--- src/rtl/sm4_pkg.sv ---
// Shared SM4 definitions: FK/CK constants, the key-schedule linear transform and FSM states.
// The WIPE state exists only when SM4_KS_ZEROIZE_EN is defined.
package sm4_pkg;

  localparam int RK_W   = 32;
  localparam int RK_NUM = 32;

  localparam logic [127:0] FK = 128'hA3B1BAC6_56AA3350_677D9197_B27022DC;

`ifdef SM4_KS_ZEROIZE_EN
  typedef enum logic [2:0] {ST_IDLE, ST_SUB, ST_UPD, ST_READY, ST_WIPE} ks_state_e;
`else
  typedef enum logic [1:0] {ST_IDLE, ST_SUB, ST_UPD, ST_READY} ks_state_e;
`endif

  // CK_i byte j (MSB first) = ((4i + j) * 7) mod 256
  function automatic logic [31:0] sm4_ck(input logic [4:0] i);
    logic [31:0] ck;
    ck = '0;
    for (int j = 0; j < 4; j++) begin
      ck[31-8*j -: 8] = 8'((4 * int'(i) + j) * 7);
    end
    return ck;
  endfunction

  function automatic logic [31:0] sm4_l_key(input logic [31:0] b);
    return b ^ {b[18:0], b[31:19]} ^ {b[8:0], b[31:9]};
  endfunction

endpackage

--- src/rtl/sm4_key_sched_if.sv ---
// Key-load handshake and round-key read port of the SM4 key scheduler.
// master = key source / reader, slave = sm4_key_sched.
interface sm4_key_sched_if;
  logic         KEY_VALID_i;
  logic [127:0] KEY_i;
  logic         KEY_READY_o;
  logic         RK_VLD_o;
  logic [4:0]   RK_IDX_i;
  logic         DEC_i;
  logic [31:0]  RK_o;

  modport master (
    output KEY_VALID_i, KEY_i, RK_IDX_i, DEC_i,
    input  KEY_READY_o, RK_VLD_o, RK_o
  );

  modport slave (
    input  KEY_VALID_i, KEY_i, RK_IDX_i, DEC_i,
    output KEY_READY_o, RK_VLD_o, RK_o
  );
endinterface

--- src/rtl/sm4_tau.sv ---
// SM4 tau: four byte-wide S-box lookups, each registered (1-cycle latency).
// Shared by the key schedule and the encrypt/decrypt round datapath.
module sm4_tau (
  input  logic        clk_i,
  input  logic [31:0] x_i,
  output logic [31:0] y_o
);

  localparam logic [2047:0] SBOX = {
    128'hd690e9fecce13db716b614c228fb2c05, 128'h2b679a762abe04c3aa44132649860699,
    128'h9c4250f491ef987a33540b43edcfac62, 128'he4b31ca9c908e89580df94fa758f3fa6,
    128'h4707a7fcf37317ba83593c19e6854fa8, 128'h686b81b27164da8bf8eb0f4b70569d35,
    128'h1e240e5e6358d1a225227c3b01217887, 128'hd40046579fd327524c3602e7a0c4c89e,
    128'heabf8ad240c738b5a3f7f2cef96115a1, 128'he0ae5da49b341a55ad933230f58cb1e3,
    128'h1df6e22e8266ca60c02923ab0d534e6f, 128'hd5db3745defd8e2f03ff6a726d6c5b51,
    128'h8d1baf92bbddbc7f11d95c411f105ad8, 128'h0ac13188a5cd7bbd2d74d012b8e5b4b0,
    128'h8969974a0c96777e65b9f109c56ec684, 128'h18f07dec3adc4d2079ee5f3ed7cb3948
  };

  for (genvar g = 0; g < 4; g++) begin : g_lane
    logic [7:0] sb_q;
    always_ff @(posedge clk_i) begin
      sb_q <= SBOX[2047 - 8*int'(x_i[8*g +: 8]) -: 8];
    end
    assign y_o[8*g +: 8] = sb_q;
  end

endmodule

--- src/rtl/sm4_key_sched.sv ---
// SM4 key expansion: one round key every two cycles (SUB: S-box lookup, UPD: store + shift).
// Defining SM4_KS_ZEROIZE_EN adds ZEROIZE_i and a WIPE state that clears the key store.
module sm4_key_sched
  import sm4_pkg::*;
(
  input  logic CLK_i,
  input  logic RST_i,
`ifdef SM4_KS_ZEROIZE_EN
  input  logic ZEROIZE_i,
`endif
  sm4_key_sched_if.slave bus
);

  // IDLE: no keys | SUB: tau lookup | UPD: write rk, shift K | READY: keys valid | WIPE: zero store
  ks_state_e        state_q, state_d;
  logic [4:0]       round_q, round_d;
  logic [0:3][31:0] k_q, k_d;
  logic             rk_vld_q, rk_vld_d;
  logic [RK_W-1:0]  rk_q;
  logic [RK_W-1:0]  mem [RK_NUM];

  logic             we;
  logic [4:0]       wa;
  logic [RK_W-1:0]  wd;
  logic [31:0]      tau_in, tau_out, rk_new;
  logic [4:0]       rd_idx;
  logic             accept;

  assign tau_in = k_q[1] ^ k_q[2] ^ k_q[3] ^ sm4_ck(round_q);
  assign rk_new = k_q[0] ^ sm4_l_key(tau_out);

  sm4_tau u_tau (
    .clk_i (CLK_i),
    .x_i   (tau_in),
    .y_o   (tau_out)
  );

  assign bus.KEY_READY_o = (state_q == ST_IDLE) || (state_q == ST_READY);
  assign bus.RK_VLD_o    = rk_vld_q;
  assign bus.RK_o        = rk_q;
  assign accept          = bus.KEY_VALID_i && bus.KEY_READY_o;
  assign rd_idx          = bus.DEC_i ? ~bus.RK_IDX_i : bus.RK_IDX_i;

  always_comb begin
    state_d  = state_q;
    round_d  = round_q;
    k_d      = k_q;
    rk_vld_d = rk_vld_q;
    we       = 1'b0;
    wa       = round_q;
    wd       = rk_new;
    case (state_q)
      ST_IDLE, ST_READY: begin
`ifdef SM4_KS_ZEROIZE_EN
        if (ZEROIZE_i) begin
          state_d  = ST_WIPE;
          round_d  = '0;
          rk_vld_d = 1'b0;
        end else
`endif
        if (accept) begin
          state_d  = ST_SUB;
          round_d  = '0;
          k_d      = bus.KEY_i ^ FK;
          rk_vld_d = 1'b0;
        end
      end
      ST_SUB: state_d = ST_UPD;
      ST_UPD: begin
        we      = 1'b1;
        k_d     = {k_q[1], k_q[2], k_q[3], rk_new};
        round_d = round_q + 5'd1;
        if (round_q == 5'd31) begin
          state_d  = ST_READY;
          rk_vld_d = 1'b1;
        end else begin
          state_d = ST_SUB;
        end
      end
`ifdef SM4_KS_ZEROIZE_EN
      ST_WIPE: begin
        we      = 1'b1;
        wd      = '0;
        round_d = round_q + 5'd1;
        if (round_q == 5'd31) state_d = ST_IDLE;
      end
`endif
      default: state_d = ST_IDLE;
    endcase
  end

  always_ff @(posedge CLK_i) begin
    if (RST_i) begin
      state_q  <= ST_IDLE;
      round_q  <= '0;
      k_q      <= '0;
      rk_vld_q <= 1'b0;
      rk_q     <= '0;
    end else begin
      state_q  <= state_d;
      round_q  <= round_d;
      k_q      <= k_d;
      rk_vld_q <= rk_vld_d;
      rk_q     <= mem[rd_idx];
    end
  end

  // Key store is deliberately not reset; only a completed expansion makes it valid.
  always_ff @(posedge CLK_i) begin
    if (we && !RST_i) mem[wa] <= wd;
  end

endmodule
--- src/flat_wrapper.sv ---
// flat-port wrapper written by rule: the top's interface ports become plain ports
module sm4_key_sched_flat import sm4_pkg::*;
  (CLK_i, RST_i, bus_KEY_VALID_i, bus_KEY_i, bus_RK_IDX_i, bus_DEC_i, bus_KEY_READY_o, bus_RK_VLD_o, bus_RK_o);
  sm4_key_sched_if bus_i ();
  input  logic CLK_i;
  input  logic RST_i;
  input wire logic [$bits(bus_i.KEY_VALID_i)-1:0] bus_KEY_VALID_i;
  input wire logic [$bits(bus_i.KEY_i)-1:0] bus_KEY_i;
  input wire logic [$bits(bus_i.RK_IDX_i)-1:0] bus_RK_IDX_i;
  input wire logic [$bits(bus_i.DEC_i)-1:0] bus_DEC_i;
  output wire logic [$bits(bus_i.KEY_READY_o)-1:0] bus_KEY_READY_o;
  output wire logic [$bits(bus_i.RK_VLD_o)-1:0] bus_RK_VLD_o;
  output wire logic [$bits(bus_i.RK_o)-1:0] bus_RK_o;
  assign bus_i.KEY_VALID_i = bus_KEY_VALID_i;
  assign bus_i.KEY_i = bus_KEY_i;
  assign bus_i.RK_IDX_i = bus_RK_IDX_i;
  assign bus_i.DEC_i = bus_DEC_i;
  assign bus_KEY_READY_o = bus_i.KEY_READY_o;
  assign bus_RK_VLD_o = bus_i.RK_VLD_o;
  assign bus_RK_o = bus_i.RK_o;
  sm4_key_sched u_core (.CLK_i(CLK_i), .RST_i(RST_i), .bus(bus_i));
endmodule
--- config.mk ---
export PLATFORM = sky130hd
export DESIGN_NAME = sm4_key_sched_flat
export DESIGN_NICKNAME = d
export VERILOG_FILES = /design/src/rtl/sm4_pkg.sv /design/src/rtl/sm4_key_sched_if.sv /design/src/rtl/sm4_tau.sv /design/src/rtl/sm4_key_sched.sv /design/src/flat_wrapper.sv
export SDC_FILE = /design/constraint.sdc
export NUM_CORES = 2
export LEC_CHECK = 0
export ABC_AREA = 1
export CAP_MARGIN = 20
export CORE_MARGIN = 2
export CORE_UTILIZATION = 50
export DETAILED_ROUTE_END_ITERATION = 16
export PLACE_DENSITY_LB_ADDON = 0.1
export SLEW_MARGIN = 20
export SYNTH_ARGS = -nofsm -noshare
export SYNTH_HDL_FRONTEND = slang
export SYNTH_SLANG_ARGS = --single-unit
--- constraint.sdc ---
create_clock -name CLK_i -period 7.21 [get_ports CLK_i]
set_input_delay 1.442 -clock CLK_i [delete_from_list [all_inputs] [get_ports CLK_i]]
set_output_delay 1.442 -clock CLK_i [all_outputs]
set_load 0.01 [all_outputs]
==> impl_metrics.ini <==
[finish]
instances_no_fill = 8531
n_fill_cell = 11100
regArea_sq_um = 34800
fin_area_sq_um = 70400
drive_gt1_share_pct = 8.36
synthToLayoutAreaGrowth_pct = 11.2
final_nets = 6998
multi_input_area_sq_um = 25600
antenna_cells = 0

[sta]
worst_slack_ns = 1.67
fin_skew_ns = 0.0436
grt_setup_unrepaired = false
slew_headroom_pct = 26.2
setup_viol_count_final = 0
fin_crit_ns = 5.54
hold_viol_final = 0
tns_ns = 0
fmax_ghz = 0.180
hold_slack_ns = 0.486
final-max-slew-violation-count = 0
worst_pin_slew_ns = 1.10
min_period_over_period_pct = 76.9

[routing]
routedWlPerCell_um = 26.6
vias = 53700
finalWirelength_mm = 227
ant_nets = 0
routed_via_density = 6.30
first_pass_iters = 7
route.detailed.drc = 0
drt_iter0_markers = 7561

[place]
dp_hpwl_mm = 141
dp_cells = 8293
dp_slack_ns = 1.88
post_dp_cell_area_sq_um = 66000
portBuffers = 170
gp_congestion = 1.01

[worst_setup_path]
critPathMaxFanout = 30
startpoint_type = flip-flop
r2r_start = u_core.round_q[0]$_SDFFE_PP0P_
endpoint_kind = flip-flop
reg2reg_to = u_core.u_tau.g_lane[1].sb_q[7]$_DFF_P_
worstPathArrival_ns = 6.20
ff2ff_path_depth = 20
path_class = flip-flop to flip-flop
ff2ff_setup_slack_ns = 1.67
worst_ep_required_time_ns = 7.87

[floorplanning]
start_util_pct = 50.4
io_pins = 171
die_area_sq_um = 129000
die_height_um = 360
core_area_sq_um = 126000
chipWidth_um = 360
row_count = 130

[global_route]
grt_pass1_wl_mm = 333
grt_start_max_net_pins = 193
track_usage_pct = 34.1
antenna_found_initial = 7
grt-ovfl-total = 0
grt_pass1_vias = 50300

[cts]
clk_latency_ns = 0.77
cts.sinks = 1224
cts_tree = done
postCtsResizedCells = 0
cts_buffers = 131
cts-root-buf = clkbuf_16
htree_levels = 4
clkTransAtPathRegs_ns = 0.06
clock_path_buffers = 3
post_cts_buffers = 0
cts_hold_buf = 0

[synthesis]
synth_top_cell_by_area = edfxtp_1
synth.distinct_cells = 51
synth_seq_cells = 1224
synthTopCellsByArea = edfxtp_1, nand3_1, nand2_1
synth_nets = 7055
synth_edf_count = 1024
synth_flop_cell = edfxtp_1
synth_area_sq_um = 63300
synth_area_per_cell_sq_um = 9.26
ys_seq_area_share_pct = 54.9
synth_cells = 6835
async_flop_share_pct = 0
ys_warn_count = 0
synth_top_area_share_pct = 48.6

[power_and_ir_drop]
powerDensity_nw_per_um2 = 452
p_leak_nw = 26.1
ir_worst_vdd_v = 0.000385

[worst_hold_path]
hold_start = u_core.bus.RK_VLD_o$_SDFFE_PP0P_
min_to = u_core.bus.RK_VLD_o$_SDFFE_PP0P_
timing.hold.worst_path_depth = 2
worstHoldPathType = flip-flop to flip-flop

[job]
max_cap_violations = 0

[run_status]
outcome = finished clean
-- cell usage after synthesis (2+ instances only) --
library cell  number
o211ai_1         281
nand2_4           15
inv_1            208
buf_1             17
or2_0             68
nand3b_1          14
nand2_1         1401
or2_2             91
o21bai_1          34
buf_6             21
a32o_1             8
o311ai_0          24
ha_1              76
o22ai_1            2
o221ai_1          50
edfxtp_1        1024
a31oi_1           69
nor2_1           641
dfxtp_1          200
clkbuf_2           4
fa_1               7
nand3_2           18
or2_1              2
inv_4              2
xnor2_1          130
a21o_1             2
nand3_1         1155
xor2_2             5
o311ai_1           8
buf_2            220
o32ai_1           32
nand4_1           19
o21ai_1           48
nand2_2           51
a21oi_1          187
xor2_1            20
o21ai_0          433
clkbuf_1         166
inv_2             22
xnor2_2            3
buf_4             43
nor2_2             5
-- flip-flops by register name, indices dropped and copies added, names as in the netlist --
register,flops
u_core.u_tau.g_lane.sb_q,32
u_core.k_q,128
u_core.bus.RK_o,32
u_core.bus.RK_VLD_o,1
u_core.mem,1024
u_core.round_q,5
u_core.state_q,2
-- how the worst max path moves through the flow --
stage | slack, ns | cells after the start | end | start
2_1_floorplan | 3.26 | 4 | u_core.mem[0][0]$_DFFE_PP_ | RST_i
3_3_place_gp | 1.87 | 23 | u_core.u_tau.g_lane[1].sb_q[7]$_DFF_P_ | u_core.round_q[0]$_SDFFE_PP0P_
3_5_place_dp | 1.88 | 23 | u_core.u_tau.g_lane[1].sb_q[7]$_DFF_P_ | u_core.round_q[0]$_SDFFE_PP0P_
4_1_cts | 1.85 | 23 | u_core.u_tau.g_lane[1].sb_q[7]$_DFF_P_ | u_core.round_q[0]$_SDFFE_PP0P_
5_1_grt | 1.45 | 23 | u_core.u_tau.g_lane[1].sb_q[7]$_DFF_P_ | u_core.round_q[0]$_SDFFE_PP0P_
6_report | 1.67 | 20 | u_core.u_tau.g_lane[1].sb_q[7]$_DFF_P_ | u_core.round_q[0]$_SDFFE_PP0P_
-- layer usage --
metal | track usage [%] | wire [um]
met1 | 46.5 | 91000
met2 | 54.1 | 104000
met3 | 5.70 | 21200
met4 | 14.6 | 10900
met5 | 0 | 36
-- power breakdown --
group,total [W],switching [W],internal (W)
combinational,0.0136,0.0105,0.00316
clock,0.00678,0.00283,0.00395
sequential,0.0114,0.000394,0.0110
total,0.0318,0.0137,0.0181
-- placed cells by master, fill, tap and decap left out, types with 8 or more instances in the layout --
cell,instances
nand2_1,1392
nand3_1,1155
edfxtp_1,1024
nor2_1,607
o21ai_0,433
o211ai_1,281
dfxtp_1,200
inv_1,192
a21oi_1,187
clkdlybuf4s50_1,170
clkbuf_16,134
xnor2_1,126
buf_4,100
or2_2,91
ha_1,75
a31oi_1,69
or2_0,68
nand2_2,58
o221ai_1,50
o21ai_1,48
clkbuf_1,36
nor2_4,35
o21bai_1,34
inv_2,32
o32ai_1,32
o311ai_0,24
xor2_1,19
nand4_1,19
clkinv_1,19
nand3_2,18
nand2_4,16
nand3b_1,14
clkinv_2,14
bufinv_16,11
clkbuf_8,10
buf_12,9
o311ai_1,8
a32o_1,8
-- cell families after synthesis --
| group | share of synthesized area (%) |
|---|---|
| AO/OA/AOI/OAI | 11.5 |
| XOR/XNOR | 2.37 |
| adder cells (fa/ha/maj) | 1.72 |
| buffers and inverters | 5.16 |
| flip-flops | 54.9 |
| AND/OR/NAND/NOR | 24.3 |
-- cell type report --
class | count | share of cell area [%]
Sequential cell | 1224 | 49.4
Multi-Input combinational cell | 4907 | 36.4
Clock buffer | 180 | 5.15
Timing Repair Buffer | 282 | 3.80
Tap cell | 1650 | 2.93
Inverter | 232 | 1.29
Clock inverter | 56 | 0.997
-- critical path: stages, from the launching register on --
cell	delay, ns
dfxtp_1	0.88
inv_2	0.29
ha_1	0.62
nand2_1	0.16
nand2_4	0.16
nand2_1	0.10
nand2_1	0.17
nand2_1	0.09
nand2_1	0.06
inv_1	0.04
ha_1	0.34
xor2_1	0.44
nor2_1	0.14
nor2_4	0.68
buf_4	0.40
o21ai_0	0.30
nand2_1	0.15
nand2_1	0.06
nand3_1	0.10
nand3_1	0.07
nand2_1	0.14
-- per-stage QoR --
| stage | utilization, % | power (W) |
|---|---|---|
| final | 56.0 | 0.0318 |
| after global routing | 56.0 | 0.0331 |
| after CTS | 56.0 | 0.0314 |
| after detailed placement | 52.6 | 0.0246 |
| after global placement | 52.6 | 0.0247 |
| after floorplan | - | 0.0195 |
(Power assumes the default switching activity.)
